[src/rtl/disp_refresh_sched_pkg.sv]
// Shared display package: scheduler state codes and default timing constants,
// used by the refresh scheduler and the shift engine controller.
package disp_refresh_sched_pkg;

    typedef enum logic [2:0] {
        ST_IDLE  = 3'd0,
        ST_LOAD  = 3'd1,
        ST_SHIFT = 3'd2,
        ST_DISP  = 3'd3,
        ST_GAP   = 3'd4,
        ST_HOLD  = 3'd5
    } sched_state_t;

    localparam int          CNT_W        = 16;
    localparam logic [15:0] DEF_DISP_CYC = 16'd1000;
    localparam logic [15:0] DEF_GAP_CYC  = 16'd20;
    localparam logic [15:0] DEF_TO_CYC   = 16'd200;

    // Terminal count for a phase that lasts 'cyc' cycles (cyc >= 1).
    function automatic logic [CNT_W-1:0] last_cnt(input logic [CNT_W-1:0] cyc);
        return cyc - 16'd1;
    endfunction

endpackage

[src/rtl/disp_refresh_sched_dff.sv]
// Generic D-flip-flop register with synchronous active-high reset.
module dff_sr #(
    parameter int         W       = 1,
    parameter logic [W-1:0] RST_VAL = '0
) (
    input  logic         clk,
    input  logic         rst,
    input  logic [W-1:0] d,
    output logic [W-1:0] q
);

    // Capture d every cycle; reset wins.
    always_ff @(posedge clk) begin
        if (rst) q <= RST_VAL;
        else     q <= d;
    end

endmodule

[src/rtl/disp_refresh_sched_timer.sv]
// sched_timer: 16-bit loadable up-counter with terminal-count compare.
module sched_timer
    import disp_refresh_sched_pkg::*;
(
    input  logic             clk,
    input  logic             rst,
    input  logic             load,
    input  logic [CNT_W-1:0] load_val,
    input  logic             inc,
    input  logic [CNT_W-1:0] term,
    output logic [CNT_W-1:0] cnt,
    output logic             tc
);

    // Load has priority over increment; plain wrap, never saturates.
    always_ff @(posedge clk) begin
        if (rst)       cnt <= '0;
        else if (load) cnt <= load_val;
        else if (inc)  cnt <= cnt + 16'd1;
    end

    assign tc = (cnt == term);

endmodule

[src/rtl/disp_refresh_sched.sv]
// Display refresh scheduler: walks rows through LOAD/SHIFT/DISP/GAP and
// lends the shift engine and character RAM to the host at row boundaries.
module disp_refresh_sched
    import disp_refresh_sched_pkg::*;
#(
    parameter int          ROWS     = 2,
    parameter logic [15:0] DISP_CYC = DEF_DISP_CYC,
    parameter logic [15:0] GAP_CYC  = DEF_GAP_CYC,
    parameter logic [15:0] TO_CYC   = DEF_TO_CYC
) (
    input  logic            C,
    input  logic            R,
    input  logic            EN,
    output logic            Start_Y,
    input  logic            Done_Y,
    output logic [1:0]      Row,
    output logic [ROWS-1:0] Grid,
    input  logic            HReq,
    output logic            HGnt,
    output logic            Err
);

    sched_state_t     state, nxt;
    logic [2:0]       state_q;
    logic [CNT_W-1:0] cnt, term;
    logic             tc, clr, inc;
    logic             gap_exit, timeout;
    logic [1:0]       row_adv;

    dff_sr #(.W(3), .RST_VAL(ST_IDLE)) u_state (
        .clk (C),
        .rst (R),
        .d   (nxt),
        .q   (state_q)
    );

    assign state = sched_state_t'(state_q);

    // Every state change restarts the phase counter; only timed phases count.
    assign clr = (nxt != state);
    assign inc = (state == ST_SHIFT) || (state == ST_DISP) || (state == ST_GAP);

    // Terminal count of the phase currently being timed.
    always_comb begin
        term = '0;
        case (state)
            ST_SHIFT: term = last_cnt(TO_CYC);
            ST_DISP:  term = last_cnt(DISP_CYC);
            ST_GAP:   term = last_cnt(GAP_CYC);
            default:  term = '0;
        endcase
    end

    sched_timer u_timer (
        .clk      (C),
        .rst      (R),
        .load     (clr),
        .load_val ('0),
        .inc      (inc),
        .term     (term),
        .cnt      (cnt),
        .tc       (tc)
    );

    assign row_adv = (Row == 2'(ROWS - 1)) ? 2'd0 : Row + 2'd1;

    // Next-state logic; HReq is only looked at in IDLE and at GAP exit.
    always_comb begin
        nxt      = state;
        gap_exit = 1'b0;
        timeout  = 1'b0;
        case (state)
            ST_IDLE: begin
                if (HReq)    nxt = ST_HOLD;
                else if (EN) nxt = ST_LOAD;
            end
            ST_LOAD:  nxt = ST_SHIFT;
            ST_SHIFT: begin
                if (Done_Y) nxt = ST_DISP;
                else if (tc) begin
                    nxt     = ST_GAP;
                    timeout = 1'b1;
                end
            end
            ST_DISP: if (tc) nxt = ST_GAP;
            ST_GAP: begin
                if (tc) begin
                    gap_exit = 1'b1;
                    if (HReq)    nxt = ST_HOLD;
                    else if (EN) nxt = ST_LOAD;
                    else         nxt = ST_IDLE;
                end
            end
            ST_HOLD: begin
                if (!HReq) nxt = EN ? ST_LOAD : ST_IDLE;
            end
            default: nxt = ST_IDLE;
        endcase
    end

    // Registered outputs follow the state being entered, so they line up
    // with the state register and never see Done_Y/HReq combinationally.
    always_ff @(posedge C) begin
        if (R) begin
            Start_Y <= 1'b0;
            Grid    <= '0;
            HGnt    <= 1'b0;
            Err     <= 1'b0;
            Row     <= 2'd0;
        end else begin
            Start_Y <= (nxt == ST_LOAD);
            HGnt    <= (nxt == ST_HOLD);
            Grid    <= (nxt == ST_DISP) ? (ROWS'(1) << Row) : '0;
            if (gap_exit) Row <= row_adv;
            if (timeout)  Err <= 1'b1;
        end
    end

endmodule

[config.mk]
export PLATFORM = sky130hd
export DESIGN_NAME = disp_refresh_sched
export DESIGN_NICKNAME = d
export VERILOG_FILES = /design/src/rtl/disp_refresh_sched_pkg.sv /design/src/rtl/disp_refresh_sched_dff.sv /design/src/rtl/disp_refresh_sched_timer.sv /design/src/rtl/disp_refresh_sched.sv
export SDC_FILE = /design/constraint.sdc
export NUM_CORES = 1
export LEC_CHECK = 0
export ABC_AREA = 0
export BUFFER_PORTS_ARGS = -buffer_cell sky130_fd_sc_hd__buf_2
export CAP_MARGIN = 20
export CORE_ASPECT_RATIO = 0.6
export CORE_UTILIZATION = 45
export CTS_CLUSTER_SIZE = 28
export DETAILED_ROUTE_END_ITERATION = 8
export PLACE_DENSITY_LB_ADDON = 0.25
export SLEW_MARGIN = 0
export SYNTH_ARGS = -nofsm -noshare
export SYNTH_HDL_FRONTEND = slang
export SYNTH_SLANG_ARGS = --single-unit
[constraint.sdc]
create_clock -name C -period 4.9 [get_ports C]
set_input_delay 0.98 -clock C [delete_from_list [all_inputs] [get_ports C]]
set_output_delay 0.98 -clock C [all_outputs]
set_load 0.01 [all_outputs]
-- Word-level counts from Yosys, hierarchy flattened
Cells that the tools add are included.
- equal/unequal tests: 11
- bitwise gates (word level): 1
- shift operators: 1
- $add $sub $neg: 2
- reductions and logical operators: 5
- muxes and demuxes: 15
- operators by type and width (kind ; count):
    $pmux 10 s3 ; 1
    $mux 3 ; 7
    $pmux 3 s6 ; 1
    $add 16x1->16 const B ; 1
    $eq 16x10->1 ; 1
    $eq 3x2->1 const B ; 3
    $eq 3x3->1 const B ; 3
    $eq 3x1->1 const B ; 2
    $mux 1 ; 5
    $reduce_or 2->1 ; 2
    $logic_not 3->1 ; 1
    $ne 3x3->1 ; 1
    $add 2x1->2 const B ; 1
    $eq 2x1->1 const B ; 1
    $logic_or 1x1->1 ; 2
    $mux 2 ; 1
    $shl 1x2->2 const A ; 1
    $not 1->1 ; 1
- word-level logic and storage cells: 42
- input port bits: 5
- register bits after elaboration: 26
- output and inout bits: 7

-- Depth between registers and ports, before layout
- depth in word-level cells: 9
- gate-level depth with buffers: 8
- mapped depth without buffers: 6

-- Cells and area by module
From an unflattened synthesis, not the netlist that was laid out.
- cells, all modules: 197
- area total of the unflattened synthesis: 1760.4 µm²
- modules (own cells, without submodules) (module ; area an instance (µm²) ; cells an instance ; times used ; sequential area each (µm²)):
    sched_timer ; 1203.7 ; 136 ; 1 ; 320.3
    disp_refresh_sched ; 478.0 ; 55 ; 1 ; 140.1
    dff_sr ; 78.8 ; 6 ; 1 ; 60.1

-- Worst setup path after synthesis
No wires, ideal clock.
- path type: register to register
- start: reg u_timer.cnt[3]
- end: reg u_timer.cnt[7]
- required time: 4.812 ns
- path slack: 2.572 ns
- period minus slack after synthesis: 2.328 ns
- buffers on the path: 2
- arrival: 2.240 ns
- setup time: 0.088 ns
- stages on the path, launching flop included: 9
- path through: dfxtp_1 -> buf_6 -> or4_4 -> nor4_4 -> o211ai_2 -> a211oi_4 -> mux2_4 -> buf_12 -> nor4_2
- cells in the longest elaborated chain, start to end: 6
- elaborated cells between the ends (all ways): 8
- those cells by class: add/sub: 1; eq/ne: 2; mux: 4; reduce/logical: 1
- RTL lines (item ; line ; RTL):
    from (decl) ; disp_refresh_sched_timer.sv:11 ; output logic [CNT_W-1:0] cnt,
    from (signal assigned) ; disp_refresh_sched_timer.sv:18 ; else if (load) cnt <= load_val;
    from (signal assigned) ; disp_refresh_sched_timer.sv:19 ; else if (inc) cnt <= cnt + 16'd1;
    $eq 16x10->1 ; disp_refresh_sched_timer.sv:22 ; assign tc = (cnt == term);
    $mux 3 ; disp_refresh_sched.sv:80, disp_refresh_sched.sv:85 ;
    $mux 3 ; disp_refresh_sched.sv:79 ; if (Done_Y) nxt = ST_DISP;
    $pmux 3 s6 ; disp_refresh_sched.sv:72 ; case (state)
    $ne 3x3->1 ; disp_refresh_sched.sv:40 ; assign clr = (nxt != state);
    $reduce_or 2->1 (no line) ; - ;
Several ways; a longest one is shown, not always the timed one.
A chain may end at the register's enable or synchronous reset.

-- Final worst setup path
- start: reg u_state.q[1]
- end: reg u_timer.cnt[1]
- cells in the longest elaborated chain, start to end: 8
- elaborated cells between the ends (all ways): 19
- those cells by class: eq/ne: 7; mux: 8; reduce/logical: 4
- RTL lines (item ; line ; RTL):
    from (decl) ; disp_refresh_sched_dff.sv:9 ; output logic [W-1:0] q
    from (signal assigned) ; disp_refresh_sched_dff.sv:14 ; if (rst) q <= RST_VAL;
    from (signal assigned) ; disp_refresh_sched_dff.sv:15 ; else q <= d;
    $eq 3x3->1 / $eq 3x2->1 (equally long branches) ; disp_refresh_sched.sv:41, disp_refresh_sched.sv:46, disp_refresh_sched.sv:72 ;
    $pmux 10 s3 ; disp_refresh_sched.sv:46 ; case (state)
    $eq 16x10->1 ; disp_refresh_sched_timer.sv:22 ;
    $mux 3 ; disp_refresh_sched.sv:80, disp_refresh_sched.sv:85 ;
    $mux 3 ; disp_refresh_sched.sv:79 ;
    $pmux 3 s6 ; disp_refresh_sched.sv:72 ;
    $ne 3x3->1 ; disp_refresh_sched.sv:40 ;
    $reduce_or 2->1 (no line) ; - ;
Several ways; a longest one is shown, not always the timed one.

==> summary.md <==
| Metric | Value |
|---|---|
| Footprint of the multi-input gates | 900.9 um^2 |
| Vias after detailed routing | 1291 |
| GR Overflow Total | 0 |
| P_int | between 0.4 and 0.5 mW |
| Io pins | 12 |
| Critical path fanouts, max | 16 |
| # DRC | 0 |
| Vias/cell | 5.977 |
| Post-layout min period | approximately 2.7 ns |
| Depth of the most critical reg-to-reg path | 6 |
| Critical path launch point | u_state.q[1] |
| Number of detailed-route iterations in the first pass | 4 |
| Synth Register Bits | 26 |
| P&R area growth vs syn | 8.652% |
| Largest net degree at the start of global routing | 17 |
| Detailed Route WL | 3.360 mm |
| R2r endpoint | u_timer.cnt[1] |
| Leak pwr | 0.5415 nW |
| Fin crit share | 54.11% |
| Die area | approximately 3600 um^2 |
| Post-synth top area share | between 30% and 40% |
| Die Span Y | about 47 um |
| DR iter-0 viols | 130 |
| Place WS | 2.292 ns |
| Final core occ | a little over half |
| Vias in the first global route | around 1.1k |
| Core area | between 3000 and 4000 um^2 |
| Largest cells by area after synthesis | dfxtp_1 (35%), xnor2_1 (7.0%), nor2_1 (6.0%) |
| Final worst setup slack | 2.249 ns |
| CTS Sinks | 26 |
| WL/cell | between 15 and 20 um |
| TritonCTS clock tree | built |
| Synth async-reset ratio | 0% |
| Final Hold Viols | 0 |
| RSZ-0062 raised after global routing | false |
| Register area share after synthesis | around 35% |
| Sw Share | 42.85% |
| Worst Tran Pin Value | between 0.5 and 0.6 ns |
| Setup TNS | 0 ns |
| Hold crit path type | reg -> reg |
| Post_cts resized | 0 |
| Global-route wire length before repair | approximately 5.4 mm |
| Crit path cell chain | nor2b_1, nor2_1, a32oi_2, a211oi_4, mux2_4, a2111oi_1 |
| Mapped Cells | between 150 and 200 |
| Hold path depth | 2 |
| Sequential Power Share | between 30 and 40% |
| Status | finished clean |
| Share of cells above drive strength 1 | a little over a fifth |
| Fill count | between 200 and 300 |
| Slowest stage delay, CP | 0.58 ns |
| FF+latch area | approximately 520 um^2 |
| Crit path buf inv count | 0 |
| CTS Hold Buffers Added | 0 |
| Yosys warns | 0 |
| Post-DRT Antenna Nets | 0 |
| Power Dens Cells | about 520 nW/um^2 |
| Max-slew headroom | 66.03% |
| Clk buf depth | 2 |
| Routability cong. | 0.8626 |
| Worst vdd ir | about 0.00021 V |
| Psw | roughly 0.36 mW |
| Mapped Nets | between 150 and 200 |
| CP Data Required Time | ~5 ns |
| Clk slew on worst S/H paths | 0.09 ns |
| TritonCTS buffer count | 3 |
| Clock Skew | 0.001971 ns |
| Largest area contributor in the netlist | dfxtp_1 |
| H-tree levels | 1 |
| Crit path capture type | flop |
| R2R Path Start | u_state.q[1] |
| Combinational power share | 47.0% |
| WHS Endpoint | Err |
| IO buf count | 11 |
| Achievable Freq | ~380 MHz |
| Total power | approximately 0.85 mW |
| WS Path Type | reg -> reg |
| Post-CTS Setup Inserts | 0 |
| Std cell rows | 15 |
| Fin Hold WS | about 0.48 ns |
| Startpoint types | flop |
| CP delay by family, top | compound AO/OA/AOI/OAI gates |
| Clk root buf | clkbuf_8 |
| Initial core utilization | about half |
| Clock Latency Late Sink | between 0.2 and 0.3 ns |
| R2r setup slk | between 2 and 2.5 ns |
| Gr usage total | approximately 20% |
| Yosys cell types | 47 |
| Syn_area_per_cell | 9.115 um^2 |
| ANT cells | 0 |
| Hold Startpoint | Err |
| Slowest cell on the critical path | dfxtp_1 |
| Clock Power Share | about a fifth |
| Final slew viol count | 0 |
| Setup violations, final | 0 |
| Initial antenna violation count | 0 |
| EDFF count, synth | 0 |
| Post-DP HPWL | around 2.4 mm |
| Crit path DAT | 2.81 ns |
| Final layout net count | ~180 |
| Die Span X | 76.64 um |
| Top_reg_cell synth | dfxtp_1 |
| Max-Cap Viols | 0 |
| Synth Cell Area | between 1500 and 2000 um^2 |
cells in the mapped netlist (all sizes together), types with 5 or more instances:
cell and instances:
buf 5, dfxtp 26, inv 7, nand2 10
nand3 6, nand4 6, nor2 25, nor3 10
nor4 14, xnor2 12, xor2 5
sequential cells by signal, indices dropped and copies added, names as in the netlist:
name	flops
u_timer.cnt	16
Row	2
Err	1
HGnt	1
Start_Y	1
Grid	2
u_state.q	3
area by class of cell:
| class | instances | share of cell area, % |
|---|---|---|
| Multi-Input combinational cell | 125 | 55.13 |
| Sequential cell | 26 | 31.85 |
| Timing Repair Buffer | 12 | 3.828 |
| Tap cell | 42 | 3.216 |
| Clock buffer | 3 | 2.527 |
| Clock inverter | 1 | 1.838 |
| Inverter | 7 | 1.608 |
stage by stage:
step / instance area (um^2) / cells
2_1_floorplan: 1504 / 165
3_3_place_gp: 1563 / 212
3_5_place_dp: 1563 / 212
4_1_cts: 1634 / 216
5_1_grt: 1634 / 216
6_report: 1634 / 216
power by group through the flow:
stage	Sequential, mW	Clock [mW]	Combinational, mW
floorplan	0.260	0	0.364
global placement	0.274	0	0.382
detailed placement	0.277	0	0.387
CTS	0.272	0.181	0.393
global route	0.277	0.189	0.426
finish	0.272	0.176	0.398
per-layer routing:
layer | part of all wire, % | vias up | track usage [%]
met5 | 0 | - | 0
met4 | 1.1 | 0 | 5.769
met3 | 10 | 6 | 6.019
met2 | 41 | 67 | 29.91
met1 | 48 | 601 | 28.55
li1 | - | 617 | -
cell usage in the layout, fill, tap and decap left out, types with 3 or more instances in the layout:
cell type	synthesis	routed
nor3_2	8	8
nand3_1	6	6
nor4_2	3	3
inv_1	7	7
buf_2	2	11
a31oi_1	3	3
nand2_1	10	10
clkbuf_8	0	3
o21bai_1	3	3
xor2_1	5	5
nor4_1	10	10
nor2_1	24	24
nand4_1	6	6
dfxtp_1	26	26
xnor2_1	12	12
worst max path at each step:
stage	end	slack [ns]	cells after the start
floorplan	u_timer.cnt[7]	2.57	8
global placement	u_timer.cnt[1]	2.44	6
detailed placement	u_timer.cnt[1]	2.29	6
CTS	u_timer.cnt[1]	2.29	6
global route	u_timer.cnt[1]	2.11	6
finish	u_timer.cnt[1]	2.25	6
worst register-to-register path: stages, from the launching register on:
cell,delay (ns)
dfxtp_1,0.58
nor2b_1,0.50
nor2_1,0.19
a32oi_2,0.35
a211oi_4,0.15
mux2_4,0.44
a2111oi_1,0.34
cell families (layout without fill, tap and decap cells):
family / after synthesis / after routing / synth area share (%)
AO/OA/AOI/OAI: 21 / 21 / 12.81
XOR/XNOR: 17 / 17 / 9.900
adder cells (fa/ha/maj): 1 / 1 / 0.8318
buffers and inverters: 14 / 23 / 5.492
flip-flops: 26 / 26 / 34.61
multiplexers: 2 / 2 / 1.913
AND/OR/NAND/NOR: 84 / 84 / 34.44
Note: power is estimated with default switching activity, not from simulation.
